## src/rtl/ifu_fetch_stage.sv

```systemverilog
// ifu_fetch_stage: instruction-fetch stage for the pipelined MIPS core.
//
// Holds the fetch PC and drives it to the instruction memory. The returned word is latched
// into the IF/ID register. The next PC is chosen from the instruction held in D:
// sequential, taken branch, j/jal or jr. The stage also handles stall, squashing the fetch
// after a redirect, and flagging fetches from a bad address.
//
// Optional feature macro: IFU_DELAY_SLOT_EN
//   defined   - MIPS delay slot: the instruction fetched alongside a redirect is kept.
//   undefined - the IF/ID load that accompanies a redirect is squashed (one bubble).
//
// Ports:
//   clk            in   system clock, rising edge
//   reset          in   synchronous active-high reset
//   stall          in   hold PC and IF/ID
//   npc_sel[1:0]   in   D-stage next-PC select: 00 PC+4, 01 branch, 10 j/jal, 11 jr
//   branch_taken   in   branch comparison result for the D-stage instruction
//   imm16_D[15:0]  in   D-stage branch offset
//   instr_index_D  in   D-stage 26-bit jump index
//   rs_val_D[31:0] in   forwarded rs value for jr
//   ins_F[31:0]    in   instruction word at pc_F (combinational memory read)
//   pc_F[31:0]     out  fetch address
//   ins_D[31:0]    out  IF/ID instruction
//   pc_D[31:0]     out  IF/ID PC
//   pc8_D[31:0]    out  pc_D + 8, the jal link value
//   valid_D        out  IF/ID holds a real instruction
//   fetch_fault_D  out  IF/ID instruction came from a misaligned or out-of-window address

module ifu_fetch_stage #(
  parameter logic [31:0] PC_RESET       = 32'h0000_3000,
  parameter int unsigned IM_DEPTH_WORDS = 4096
) (
  input  logic        clk,
  input  logic        reset,
  input  logic        stall,
  input  logic [1:0]  npc_sel,
  input  logic        branch_taken,
  input  logic [15:0] imm16_D,
  input  logic [25:0] instr_index_D,
  input  logic [31:0] rs_val_D,
  input  logic [31:0] ins_F,
  output logic [31:0] pc_F,
  output logic [31:0] ins_D,
  output logic [31:0] pc_D,
  output logic [31:0] pc8_D,
  output logic        valid_D,
  output logic        fetch_fault_D
);

  // Last legal word address. It is computed in 33 bits so that a window touching the top
  // of the address space does not wrap.
  localparam logic [32:0] WinFirst = {1'b0, PC_RESET};
  localparam logic [32:0] WinLast  = WinFirst + (33'(IM_DEPTH_WORDS) * 33'd4) - 33'd4;

  typedef enum logic [1:0] {
    NpcSeq    = 2'b00,
    NpcBranch = 2'b01,
    NpcJump   = 2'b10,
    NpcJr     = 2'b11
  } npc_sel_e;

  // State
  logic [31:0] pc_f_q;
  logic [31:0] ins_d_q;
  logic [31:0] pc_d_q;
  logic [31:0] pc8_d_q;
  logic        valid_d_q;
  logic        fault_d_q;

  // Next-PC datapath
  logic [31:0] pc_f_plus4;
  logic [31:0] pc_f_plus8;
  logic [31:0] pc_d_plus4;
  logic [31:0] branch_off;
  logic [31:0] branch_target;
  logic [31:0] jump_target;
  logic [31:0] target;
  logic        wants_redirect;
  logic        redirect;
  logic [31:0] npc;

  // Fault detection and IF/ID load values
  logic        misaligned;
  logic        below_window;
  logic        above_window;
  logic        fetch_fault;
  logic        squash;
  logic [31:0] ins_load;
  logic        valid_load;
  logic        fault_load;

  always_comb begin
    pc_f_plus4    = pc_f_q + 32'd4;
    pc_f_plus8    = pc_f_q + 32'd8;
    pc_d_plus4    = pc_d_q + 32'd4;
    branch_off    = {{14{imm16_D[15]}}, imm16_D, 2'b00};
    branch_target = pc_d_plus4 + branch_off;
    jump_target   = {pc_d_plus4[31:28], instr_index_D, 2'b00};
  end

  // Target selection. A not-taken branch falls through to PC+4 like a plain instruction.
  always_comb begin
    wants_redirect = 1'b0;
    target         = pc_f_plus4;
    unique case (npc_sel_e'(npc_sel))
      NpcSeq: begin
        wants_redirect = 1'b0;
        target         = pc_f_plus4;
      end
      NpcBranch: begin
        wants_redirect = branch_taken;
        target         = branch_target;
      end
      NpcJump: begin
        wants_redirect = 1'b1;
        target         = jump_target;
      end
      NpcJr: begin
        wants_redirect = 1'b1;
        target         = rs_val_D;
      end
      default: begin
        wants_redirect = 1'b0;
        target         = pc_f_plus4;
      end
    endcase
  end

  // A bubble in D carries no control information, so npc_sel is ignored there.
  always_comb begin
    redirect = valid_d_q & wants_redirect;
    npc      = redirect ? target : pc_f_plus4;
  end

  // The fetch address is checked, not the target: a jr to a bad address is taken as-is
  // and shows up as a faulted instruction once it reaches D.
  always_comb begin
    misaligned   = (pc_f_q[1:0] != 2'b00);
    below_window = ({1'b0, pc_f_q} < WinFirst);
    above_window = ({1'b0, pc_f_q} > WinLast);
    fetch_fault  = misaligned | below_window | above_window;
  end

  always_comb begin
`ifdef IFU_DELAY_SLOT_EN
    // The delay-slot instruction always executes.
    squash = 1'b0;
`else
    // The word fetched alongside a redirect is on the wrong path.
    squash = redirect;
`endif
    if (squash) begin
      ins_load   = 32'h0000_0000;
      valid_load = 1'b0;
      fault_load = 1'b0;
    end else begin
      // A faulted fetch becomes a nop but stays valid so the fault can be reported.
      ins_load   = fetch_fault ? 32'h0000_0000 : ins_F;
      valid_load = 1'b1;
      fault_load = fetch_fault;
    end
  end

  // Reset overrides stall. A stall freezes everything: D keeps the same instruction, so a
  // redirect held back by the stall is evaluated again once the stall drops.
  always_ff @(posedge clk) begin
    if (reset) begin
      pc_f_q    <= PC_RESET;
      ins_d_q   <= 32'h0000_0000;
      pc_d_q    <= PC_RESET;
      pc8_d_q   <= PC_RESET + 32'd8;
      valid_d_q <= 1'b0;
      fault_d_q <= 1'b0;
    end else if (!stall) begin
      pc_f_q    <= npc;
      ins_d_q   <= ins_load;
      pc_d_q    <= pc_f_q;
      pc8_d_q   <= pc_f_plus8;
      valid_d_q <= valid_load;
      fault_d_q <= fault_load;
    end
  end

  assign pc_F          = pc_f_q;
  assign ins_D         = ins_d_q;
  assign pc_D          = pc_d_q;
  assign pc8_D         = pc8_d_q;
  assign valid_D       = valid_d_q;
  assign fetch_fault_D = fault_d_q;

endmodule

```

## config.mk

```make
export PLATFORM = sky130hd
export DESIGN_NAME = ifu_fetch_stage
export DESIGN_NICKNAME = d
export VERILOG_FILES = /design/src/rtl/ifu_fetch_stage.sv
export SDC_FILE = /design/constraint.sdc
export NUM_CORES = 1
export LEC_CHECK = 0
export CORE_ASPECT_RATIO = 0.5
export CORE_MARGIN = 3
export CORE_UTILIZATION = 51
export CTS_CLUSTER_SIZE = 16
export DETAILED_ROUTE_END_ITERATION = 7
export DONT_BUFFER_PORTS = 1
export GPL_TIMING_DRIVEN = 0
export PLACE_DENSITY = 0.64
export SETUP_SLACK_MARGIN = 0.5
export SLEW_MARGIN = 20
export SYNTH_ARGS = -nofsm -noshare
export SYNTH_HDL_FRONTEND = slang
export SYNTH_SLANG_ARGS = --single-unit
```

## constraint.sdc

```tcl
create_clock -name clk -period 8.29 [get_ports clk]
set_input_delay 1.658 -clock clk [delete_from_list [all_inputs] [get_ports clk]]
set_output_delay 1.658 -clock clk [all_outputs]
set_load 0.05 [all_outputs]
```

-- After elaboration in Yosys (flattened, before gate mapping)
Index checks and enable logic that the tools add are counted.
- word-level logic and storage cells: 28
- output and inout bits: 130
- bits of input ports: 112
- flip-flop bits (word level): 130
- add/sub/neg operators: 4
- reduce and logical (&&, ||, !) cells: 3
- equal/unequal tests: 3
- order comparisons: 2
- muxes and demuxes: 7
- bitwise logic cells: 3
- operators by type and width (operator ; count):
    $pmux 32 s4 ; 1
    $mux 32 ; 3
    $add 32x3->32 const B ; 2
    $add 32x32->32 ; 1
    $add 32x4->32 const B ; 1
    $gt 32x15->1 const B ; 1
    $lt 32x14->1 const B ; 1
    $eq 2x2->1 const B ; 2
    $pmux 1 s3 ; 1
    $eq 2x1->1 const B ; 1
    $logic_not 2->1 ; 1
    $mux 1 ; 2
    $or 1x1->1 ; 2
    $reduce_bool 2->1 ; 1
    $reduce_or 2->1 ; 1
    $and 1x1->1 ; 1

-- Logic depth before layout (Yosys ltp)
- word-level depth: 5
- depth in mapped cells: 16

-- Least setup slack after synthesis
Ideal clock, no wire load.
- kind: flip-flop to flip-flop
- start: register pc_d_q[5], in the netlist pc_D[5]
- end: register pc_f_q[28], in the netlist pc_F[28]
- period minus slack after synthesis: 3.866 ns
- arrival time: 3.736 ns
- setup slack: 4.424 ns
- stages on the path, launching flop included: 16
- required time: 8.161 ns
- library setup time: 0.129 ns
- buffers on the path: 1
- cells stage by stage: dfxtp_1 > nand4_2 > or4_1 > buf_2 > nor2_1 > nand2_1 > xnor2_1 > ha_1 > a21o_1 > a21o_1 > a22o_1 > o41ai_1 > mux2i_1 > o21ai_0 > o21ai_0 > a31oi_1
- longest elaborated chain between the ends: 4
- ends and longest elaborated chain (what ; RTL line ; text):
    from (decl) ; 65 ; logic [31:0] pc_d_q;
    from (signal assigned) ; 177 ; pc_d_q <= pc_f_q;
    $add 32x3->32 * ; 95 ; pc_d_plus4 = pc_d_q + 32'd4;
    $add 32x32->32 ; 97 ; branch_target = pc_d_plus4 + branch_off;
    $pmux 32 s4 * ; 105 ; unique case (npc_sel_e'(npc_sel))
    $mux 32 * ; 132 ; npc = redirect ? target : pc_f_plus4;
    to (signal assigned) ; 175 ; pc_f_q <= npc;
    to (decl) ; 63 ; logic [31:0] pc_f_q;
Mark *: on every way between the ends. The rest lies on a longest branch, timed or not.
A chain may end at the register's enable or synchronous reset.

-- Worst setup path after layout
- start: register pc_d_q[16], in the netlist pc_D[16]
- end: register pc_f_q[31], in the netlist pc_F[31]
The elaborated chain is that of the path after synthesis.

==> results.py <==
metrics = {
    "run_status": {
        "status": "complete, no violations",
    },
    "floorplanning": {
        "die-area_um2": 19000,
        "die_y_um": 98.9,
        "io_pins": 242,
        "core_area_um2": 16600,
        "rows": 33,
        "die_w_um": 192,
        "start_util_pct": 52.9,
    },
    "clock_network": {
        "cts_resized": 0,
        "path_clk_slew_ns": 0.06,
        "clock-sinks": 127,
        "clockRootBuffer": "clkbuf_16",
        "cts_setup_buffers": 0,
        "cts_hold_buf": 0,
        "insertion_delay_ns": 0.42,
        "clockBufferDepth": 2,
        "numCtsBuffers": 17,
        "h-tree-depth": 4,
        "cts_tree": "built",
    },
    "cells_and_area": {
        "n_antenna_cell": 0,
        "layout_commonest_cell": "nor2_1",
        "nets": 1308,
        "final_cell_mix": "nor2_1 (161), dfxtp_1 (127), nand2_1 (89), a21oi_1 (88), clkbuf_1 (62)",
        "final_cell_count_no_fill": 1398,
        "layout-drive-gt1-share_pct": 6.66,
        "final_util_pct": 58.3,
        "area_delta_synth_final_pct": 10.1,
    },
    "sta": {
        "max_freq_ghz": 0.206,
        "setup_viol": 0,
        "whs_ns": 0.538,
        "timing.final.crit_share_pct": 58.4,
        "skew_ns": 0.0117,
        "slew_headroom_pct": 32.3,
        "tightest_slew_ns": 1.02,
        "hold_viol": 0,
        "finalMaxSlewViolations": 0,
        "rsz0062_at_grt": "false",
        "period_minus_slack_ns": 4.84,
        "finalSetupTns_ns": 0,
    },
    "worst_setup_path": {
        "path_delay_family": "simple AND/OR/NAND/NOR gates",
        "cp-end-kind": "register",
        "slowest_delay_ns": 0.80,
        "crit_required_ns": 8.55,
        "crit_chain": "and3_1 -> nand2_1 -> nor4_1 -> nand4_1 -> xnor2_1 -> ha_1 -> clkbuf_1 -> and3_1 -> nand2_1 -> o311ai_1 -> o221ai_1 -> xnor2_1 -> o22ai_1",
        "criticalPathCategory": "reg -> reg",
        "slowest_stage": "dfxtp_1",
        "critPathBufInv": 1,
        "startpoint_type": "register",
        "critPathMaxFanout": 10,
        "cp.arrival_ns": 5.11,
    },
    "hold_path": {
        "hold_path.class": "reg -> reg",
    },
    "logic_synthesis": {
        "synth_cells": 1139,
        "yosys.area_share.simple_pct": 23.7,
        "async_flop_share_pct": 0,
        "synth_top_family_by_area": "simple AND/OR/NAND/NOR gates",
        "post_synth_mux_area_share_pct": 6.53,
        "synth_xor_area_share_pct": 7.56,
        "ys_seq_area_share_pct": 28.9,
        "synth_seq_cells": 127,
        "synth_edf_count": 0,
        "synth_top_cell_by_area": "dfxtp_1",
        "synth.distinct_cells": 76,
        "synth_fp_nets": 1289,
        "ys.flop_type": "dfxtp_1",
        "ys_warn_count": 0,
        "syn_area_per_cell_um2": 7.73,
        "synth_compound_area_share_pct": 22.4,
        "synth.area.top_cells": "dfxtp_1 (29%), nor2_1 (6.9%), ha_1 (5.3%)",
        "synth_top_area_share_pct": 28.9,
        "synth_adder_area_share_pct": 5.48,
        "syn_area_um2": 8810,
    },
    "route": {
        "wl_per_cell_um": 24.6,
        "wl_um": 34300,
        "drc_errors": 0,
        "vias": 9112,
        "viasPerCell": 6.52,
        "dr.pass1.iters": 6,
        "drt-initial-drc-count": 1021,
        "antenna_left": 0,
    },
    "grt": {
        "grt_max_degree": 17,
        "grt_pass1_vias": 8588,
        "antenna_found_initial": 0,
        "grt_usage_pct": 35.5,
        "grt_pass1_wl_um": 51600,
        "grt_overflow": 0,
    },
    "placement": {
        "io_buffers": 0,
        "detailed_place_hpwl_um": 26500,
        "placed_cells": 1366,
        "gp_congestion": 0.985,
    },
    "job": {
        "drv_cap": 0,
    },
    "power_and_ir_drop": {
        "power_leakage_uw": 0.00375,
        "ir_worst_vdd_mv": 0.144,
        "powerDensity_nw_per_um2": 185,
    },
}
cell families (layout without fill, tap and decap cells):
| family | count (synthesis) | after routing |
|---|---|---|
| flops | 127 | 127 |
| simple gates | 429 | 429 |
| compound gates | 300 | 300 |
| mux | 56 | 56 |
| buf+inv | 113 | 145 |
| fa+ha+maj | 38 | 38 |
| xor+xnor | 76 | 76 |
registers in the layout, summed over array words and instances, names as in the netlist:
signal         count
pc_D              32
pc_F              32
fetch_fault_D      1
ins_D             32
pc8_D             29
valid_D            1
where the power goes:
part	leakage, µW	switching (µW)	internal [µW]
clock	0.000290	312	462
sequential	0.00103	111	634
combinational	0.00243	186	94.2
total	0.00375	610	1190
synth_stat cells (all sizes together), types with 15 or more instances:
cell and instances:
nor2 161, dfxtp 127, nand2 89, a21oi 88, clkbuf 63, nand3 50
o21ai 49, xnor2 48, mux2i 44, a22oi 39, ha 37, xor2 28
buf 27, nand4 27, inv 22, nor3 22, a31oi 18, a21o 17
and3 15
path summary, 6_finish.rpt:
path	start	endpoint	cells after the start	slack (ns)
min	pc_F[1]$_SDFFE_PP0P_	pc_F[1]$_SDFFE_PP0P_	2	0.54
min reg2reg	pc_F[1]$_SDFFE_PP0P_	pc_F[1]$_SDFFE_PP0P_	2	0.54
max reg2reg	pc_D[16]$_SDFFE_PP0N_	pc_F[31]$_SDFFE_PP0N_	13	3.45
max	pc_D[16]$_SDFFE_PP0N_	pc_F[31]$_SDFFE_PP0N_	13	3.45
final cells by class:
type / instances / area [µm²]
tap: 227 / 284
multi-input combinational: 899 / 5780
buffer: 90 / 399
sequential: 127 / 2540
inverter: 23 / 86.3
clock inverter: 14 / 169
clock buffer: 18 / 439
fill: 1611 / 6940
metrics by stage:
step | setup slack, ns | power [µW] | area [µm²]
global placement | 3.57 | 1020 | 9090
CTS | 3.57 | 1790 | 9700
detailed placement | 3.57 | 1020 | 9090
finish | 3.45 | 1800 | 9700
floorplan | 4.42 | 936 | 8810
global route | 3.24 | 1850 | 9700
routing by layer:
metal | wire length [µm] | global-route usage, %
met1 | 14500 | 50.2
met2 | 14400 | 52.0
met3 | 4980 | 13.5
met4 | 513 | 6.25
met5 | 0 | 0
worst register-to-register path, cell delays in order (launching register included):
cell and delay (ns):
dfxtp_1 0.80, and3_1 0.33, nand2_1 0.09, nor4_1 0.73, nand4_1 0.20, xnor2_1 0.19
ha_1 0.30, clkbuf_1 0.33, and3_1 0.29, nand2_1 0.09, o311ai_1 0.54, o221ai_1 0.25
xnor2_1 0.36, o22ai_1 0.20
No activity file was read; power rests on OpenSTA's default activity.
